## config.mk

```make
export PLATFORM = sky130hd
export DESIGN_NAME = dmem_mmio
export DESIGN_NICKNAME = d
export VERILOG_FILES = /design/src/rtl/dmem_mmio.sv
export SDC_FILE = /design/constraint.sdc
export NUM_CORES = 2
export LEC_CHECK = 0
export BUFFER_PORTS_ARGS = -buffer_cell sky130_fd_sc_hd__buf_2
export CAP_MARGIN = 0
export CORE_UTILIZATION = 57
export DETAILED_ROUTE_END_ITERATION = 10
export MAX_ROUTING_LAYER = met4
export PLACE_DENSITY = 0.75
export SETUP_SLACK_MARGIN = 0.2
export SKIP_LAST_GASP = 1
export SYNTH_ARGS = -nofsm -noshare
export SYNTH_HDL_FRONTEND = slang
export SYNTH_SLANG_ARGS = --single-unit
```

## constraint.sdc

```tcl
create_clock -name clk -period 4.7 [get_ports clk]
set_input_delay 0 -clock clk [delete_from_list [all_inputs] [get_ports clk]]
set_output_delay 0 -clock clk [all_outputs]
set_load 0.02 [all_outputs]
```

## src/rtl/dmem_mmio.sv

```systemverilog
// Data-side memory for the single-cycle core: word RAM plus
// a small MMIO bank (LEDs, switches, cycle counter, timer).
module dmem_mmio #(
  parameter int          RAM_WORDS = 64,
  parameter logic [31:0] MMIO_BASE = 32'hFFFF_0000
) (
  input  logic        clk,
  input  logic        reset,
  input  logic        memwrite,
  input  logic [31:0] addr,
  input  logic [31:0] writedata,
  output logic [31:0] readdata,
  input  logic [15:0] switches,
  output logic [15:0] leds,
  output logic        timer_irq
);

  localparam int AW = $clog2(RAM_WORDS);

  logic [31:0] ram_q [RAM_WORDS];

  logic [15:0] led_q, led_d;
  logic [15:0] sw1_q, sw2_q;
  logic [31:0] cyc_q, cyc_d;
  logic [31:0] rel_q, rel_d;
  logic [31:0] tc_q, tc_d;
  logic        en_q, en_d;
  logic        exp_q, exp_d;

  logic          ram_hit;
  logic [AW-1:0] ram_idx;
  logic [29:0]   woff;
  logic          mmio_hit;
  logic          sel_led, sel_sw, sel_cyc;
  logic          sel_rel, sel_st;
  logic          fire;
  logic          unused_ok;

  assign unused_ok = ^addr[1:0];

  assign ram_hit = (addr[31:AW+2] == '0);
  assign ram_idx = addr[AW+1:2];

  // Word offset from the bank base; five registers live at 0..4.
  assign woff     = addr[31:2] - MMIO_BASE[31:2];
  assign mmio_hit = !ram_hit && (woff[29:3] == '0);
  assign sel_led  = mmio_hit && (woff[2:0] == 3'd0);
  assign sel_sw   = mmio_hit && (woff[2:0] == 3'd1);
  assign sel_cyc  = mmio_hit && (woff[2:0] == 3'd2);
  assign sel_rel  = mmio_hit && (woff[2:0] == 3'd3);
  assign sel_st   = mmio_hit && (woff[2:0] == 3'd4);

  always_comb begin
    readdata = '0;
    unique case (1'b1)
      ram_hit: readdata = ram_q[ram_idx];
      sel_led: readdata = {16'b0, led_q};
      sel_sw:  readdata = {16'b0, sw2_q};
      sel_cyc: readdata = cyc_q;
      sel_rel: readdata = rel_q;
      sel_st:  readdata = {30'b0, en_q, exp_q};
      default: readdata = '0;
    endcase
  end

  always_comb begin
    led_d = led_q;
    cyc_d = cyc_q + 32'd1;
    rel_d = rel_q;
    tc_d  = tc_q;
    en_d  = en_q;
    exp_d = exp_q;
    fire  = 1'b0;
    if (memwrite && sel_led) led_d = writedata[15:0];
    if (memwrite && sel_cyc) cyc_d = '0;
    if (memwrite && sel_rel) begin
      rel_d = writedata;
      tc_d  = writedata;
    end else if (en_q) begin
      if (tc_q == '0) begin
        fire = 1'b1;
        tc_d = rel_q;
      end else begin
        tc_d = tc_q - 32'd1;
      end
    end
    if (memwrite && sel_st) begin
      en_d = writedata[1];
      if (writedata[0]) exp_d = 1'b0;
    end
    // An expiry on the same edge as a clear keeps the flag set.
    if (fire) exp_d = 1'b1;
  end

  always_ff @(posedge clk) begin
    if (reset) begin
      led_q <= '0;
      sw1_q <= '0;
      sw2_q <= '0;
      cyc_q <= '0;
      rel_q <= '0;
      tc_q  <= '0;
      en_q  <= 1'b0;
      exp_q <= 1'b0;
    end else begin
      led_q <= led_d;
      sw1_q <= switches;
      sw2_q <= sw1_q;
      cyc_q <= cyc_d;
      rel_q <= rel_d;
      tc_q  <= tc_d;
      en_q  <= en_d;
      exp_q <= exp_d;
    end
  end

  always_ff @(posedge clk) begin
    if (!reset && memwrite && ram_hit) ram_q[ram_idx] <= writedata;
  end

  assign leds      = led_q;
  assign timer_irq = exp_q;

endmodule

```

### Yosys cells after proc, flatten, opt, wreduce, memory -nomap -nowiden

Memory sizes are Yosys's and may differ from the RTL's.
Index checks and enable logic that the tools add are counted.
W data, S select, Z words.

* memories kept: 1
* bits in writable memories: 2048
* latch bits: 0
* register bits: 146
* bits of input ports: 83
* word-level logic and storage cells: 51
* ROM bits: 0

* equality and inequality tests: 4
* $mul: 0
* bitwise logic cells: 0
* order comparisons: 0
* reductions and logical operators: 23
* shifts and indexed selects: 0
* muxes and demuxes: 12
* div/mod/pow operators: 0
* add/subtract/negate cells: 3

Memories
* ram_q: depth 64, bits a word 32, rd ports 1, clocked after memory_dff 0, write ports 1, RTL line 20 `logic [31:0] ram_q [RAM_WORDS];`

Operator list (number)
* $pmux W32 S6: 1
* $mux W32: 3
* $add A32 B1 Y32 const B: 1
* $logic_not A32 Y1: 1
* $sub A32 B1 Y32 const B: 1
* $sub A30 B30 Y30 const B: 1
* $logic_not A27 Y1: 1
* $logic_not A24 Y1: 1
* $logic_and A1 B1 Y1: 12
* $mux W1: 8
* $eq A3 B2 Y1 const B: 2
* $reduce_bool A2 Y1: 3
* $eq A3 B1 Y1 const B: 1
* $eq A3 B3 Y1 const B: 1
* $logic_not A3 Y1: 1
* $logic_not A1 Y1: 2
* $reduce_and A2 Y1: 1
* $reduce_or A2 Y1: 1

### Longest topological paths before layout

* word-level depth: 8
* mapped depth: 13
* depth with buffers taken out: 9

### Least setup slack after synthesis

Ideal clock, no wire load.

* path type: in2reg
* start point: in addr[2]
* end point: mem ram_q[10][0], enable pin
* setup slack: 1343 ps
* cell stages on the path: 9
* data required time: 4279 ps
* arrival time: 2936 ps
* buffers on the path: 6
* library setup time: 421 ps
* cell sequence: buf_4 -> nor3b_2 -> buf_2 -> buf_4 -> buf_2 -> buf_2 -> buf_2 -> nand2_1 -> nor2_1

RTL lines
* from (decl): RTL line 10 `input logic [31:0] addr,`
* to (decl): RTL line 20

No word-level cell before the write port.

### Worst setup path in the final report

* start point: mem ram_q[27][12]
* end point: out readdata[12]

* cells in the longest elaborated chain, start to end: 2

Ends and longest elaborated chain
* $mem_v2 Z64 W32
* $pmux W32 S6: RTL line 55 `unique case (1'b1)`
* to (decl): RTL line 12 `output logic [31:0] readdata,`

No other way between the ends.

==> run summary <==
The run finished with clean final reports. Of the total power, the clock network draws 40.6%. After synthesis the cells add up to 0.0853 mm². The maximum fanout along the worst path works out to 1. For the TritonCTS sink count, the log shows 2194. The floorplan die area was 0.151 mm². The post-layout instance count excluding filler cells was 7575. For the met3 wirelength from detailed routing, the log shows 43300 µm. Setup repair after global routing left no endpoint under its margin. Path type of the worst setup path: flop to output pin.

Summed over all nets, the half-perimeter wirelength after detailed placement is 162000 µm. Count of flip-flops with a built-in enable after synthesis: 2048. Max-cap violations in this run came to 0. Launch point of the worst reg-to-reg path: tc_q[4]. The via count of the first global-routing pass is 51300. Area share of the largest cell type after synthesis: 72.1%. Sort of element at the start of the critical path: a flop. Once the clock tree was built, the resizer swapped 0 gates to a different size.

The worst supply voltage drop on vdd was 0.409 mV. The number of hold violations in the final report was 0. The worst path in the final design needs a cycle of 4370 ps, including I/O delays and setup. Hold is met by 80.4 ps. The actual slew at the worst max-slew pin is 1290 ps. Remaining antenna violation count after routing: 0. For the TritonCTS buffer count, the log shows 204. TritonCTS built the clock tree.

The share of total power dissipated in sequential elements is 53.6%. By count the netlist is led by edfxtp_1, a22oi_1, nor2_1. Compared with the post-synthesis result, the final layout area differs by 14.1%.

The library cell with the largest summed area after synthesis is edfxtp_1. The logs give 379000 µm for the wire length of the first global-routing pass and 4370 ps for the data arrival time of the worst path. The number of cell instances on the worst register-to-register path is 6, and the switching power as a share of total power is 22.2%. Global routing used 36.7% of the available tracks across all layers. From bottom edge to top edge, the die measures 389 µm.

Entering global routing, the biggest net connects 79 pins. The tools report the terminating pin of the worst hold path as rel_q[18]. For this design the top-level I/O count stands at 132. The area share of xor/xnor cells in the synthesized design is 0.370%, and the clock transition at the registers of the reported paths is 60 ps. In this run, distinct cell masters in the synthesized netlist total 88. The number of antenna violations at the first check in global routing was 22; the final count of negative-setup-slack endpoints was 0. The number of cells on the worst hold path was 6.

The most used flip-flop cell after synthesis is edfxtp_1. In the routed design, unresolved DRC markers number 0. Share of synthesized area spent on multiplexers: 6.68%. The clock reaches the later pin of the worst-skew pair after 840 ps. The internal portion of the total power is 0.0310 W. Synthesis inferred 2194 register bits. The post-route netlist has 19.2% of its cells at a drive strength greater than 1. Summed over all cells, the static leakage comes to 31.4 nW. Of the total synthesized cell area, the portion taken by full adders, half adders and majority gates is 0.0733%. Number of iterations in the first detailed-routing pass: 9. The power dissipated by switching net loads was 0.00883 W; the standard cell core area was 0.148 mm².

In this run the most critical hold path is launched from addr[27]. Mean instance size in the synthesized netlist: 16.8 µm². Logic gate share of total power: 5.8%. The worst setup path is captured at an output pin. The final route contains 54600 vias. Counting every net in the synthesized netlist gives 5174.

The cell count after synthesis came out at 5086. The tools report the H-tree depth as 4. The compound-gate portion of the synthesized area is 10.6%. The logs give 0.943 for the placer's final routability congestion estimate and 1870 ps for the register-to-register path setup slack.

The run gives 0 as the Yosys warning count. The detailed router finished its first iteration with 9938 violations. The final setup TNS is 0 ps. After synthesis, the largest family of logic cells by area is compound AO/OA/AOI/OAI gates. The worst hold path belongs to the class input port to flop. In the finished design, the share of the clock period the worst path needs comes to 93.0%.

After synthesis, the share of flip-flops with an asynchronous set or reset is 0%. Fraction of the yosys area taken by sequential cells: 75.5%. The max-slew violation count was 0. For this run the aggregate overflow at the end of global routing stands at 0. In this run the deepest clock path goes through 3 buffers.

The maximum clock frequency was 0.229 GHz; the routed wirelength normalized by instance count was 36.1 µm. The run gives 4700 ps as the required time at the endpoint of the critical path. Wire segments on met2 add up to 122000 µm in the final route. The count of input and output buffers is 129, and the vias per cell is 7.21.

For the number of instances in the placed design, the log shows 7114. The reg-to-reg critical path endpoint was tc_q[12]. By instance count, the leading cell after synthesis is edfxtp_1. Clock skew on the completed layout was measured at 16.1 ps. In this run the power density over the cells is 409 mW/mm². Length of routed wiring on met1: 91600 µm. The net count of the finished layout is 5550. The clock tree root buffer cell is clkbuf_16. The width of the chip works out to 389 µm.

The floorplan has 141 rows. The synthesized netlist devotes 4.51% of its cell area to simple gates. The number of setup buffers added after CTS is 0. Sorting the synthesized cells by area gives the leading types as edfxtp_1, dfxtp_1, mux2i_1.

The initial utilization of the core area, before any placement, comes to 57.6%. The final routed wirelength across all metal layers was 273000 µm; the worst slew slack as a fraction of its limit was 13.2%. Highest signal layer in the routed design: met4.
-- layout make-up --
| class | instances | area, µm² |
|---|---|---|
| sequential | 2194 | 64400 |
| tap | 1930 | 2410 |
| antenna | 18 | 45.0 |
| clock inverter | 114 | 1030 |
| multi-input combinational | 2524 | 19600 |
| inverter | 22 | 86.3 |
| timing repair buffer | 516 | 4400 |
| clock buffer | 257 | 5420 |
| fill | 9670 | 50800 |
-- power groups by stage --
stage / combinational [W] / sequential [W] / clock (W)
global route: 0.00232 / 0.0213 / 0.0168
global placement: 0.00211 / 0.0218 / 0
CTS: 0.00220 / 0.0213 / 0.0161
floorplan: 0.000949 / 0.0218 / 0
finish: 0.00232 / 0.0213 / 0.0161
detailed placement: 0.00215 / 0.0218 / 0
-- placed cells by master (no fill, tap or decap), types with 66 or more instances in the layout --
cell,count
mux2_2,148
dfxtp_1,146
mux4_2,79
a21oi_1,203
a221oi_1,147
nor2_1,170
edfxtp_1,2048
buf_2,125
o21ai_0,142
mux2i_1,223
a22o_1,72
nor2_4,66
nand2_1,219
clkbuf_16,208
dlygate4sd3_1,72
buf_4,265
a22oi_1,286
-- worst max-delay path: stages, from the launching register on --
cell	delay [ps]
edfxtp_1	370
mux4_2	480
mux2i_1	320
o211ai_1	250
a21oi_1	250
o21ai_0	160
nor3_1	1050
o22ai_1	400
buf_2	280
-- worst max path at each step --
| stage | slack (ps) | startpoint | to | cells past startpoint |
|---|---|---|---|---|
| global placement | 720 | addr[16] | ram_q[20][1] | 10 |
| floorplan | 1340 | addr[2] | ram_q[10][0] | 9 |
| global route | 370 | ram_q[24][12] | readdata[12] | 8 |
| detailed placement | 610 | addr[16] | ram_q[20][1] | 10 |
| CTS | 450 | ram_q[24][12] | readdata[12] | 8 |
| finish | 330 | ram_q[27][12] | readdata[12] | 8 |
-- metrics by stage --
step / total power [W] / area [µm²] / util (%) / setup WS [ps]
global placement: 0.0239 / 90200 / 60.9 / 725
floorplan: 0.0227 / 85300 / - / 1340
detailed placement: 0.0239 / 90200 / 60.9 / 612
CTS: 0.0397 / 97400 / 65.7 / 451
global route: 0.0405 / 97400 / 65.7 / 374
finish: 0.0398 / 97400 / 65.7 / 328
-- state kept, by name, indices dropped and copies added (netlist names) --
| register | flops |
|---|---|
| tc_q | 32 |
| rel_q | 32 |
| ram_q | 2048 |
| leds | 16 |
| cyc_q | 32 |
| sw2_q | 16 |
| en_q | 1 |
| sw1_q | 16 |
| timer_irq | 1 |
-- layer usage --
metal | track usage [%] | vias up
met5 | - | -
met4 | 18.5 | 0
met3 | 11.5 | 954
met2 | 53.4 | 5155
met1 | 46.9 | 27000
li1 | - | 21500
-- kinds of logic after synthesis --
family	after synthesis
xor gates and xnor gates	36
buffers and inverters	368
muxes	452
DFF	2194
and+or+nand+nor	786
adders and majority gates	5
AOI/OAI and AO/OA	1245
-- what timing repair did --
item / CTS / global route
endpoints found under the hold margin: 2058 / 0
endpoints found under the setup margin: 0 / 0
hold buffers: 72 / 0
Note: power is estimated with default switching activity, not from simulation.
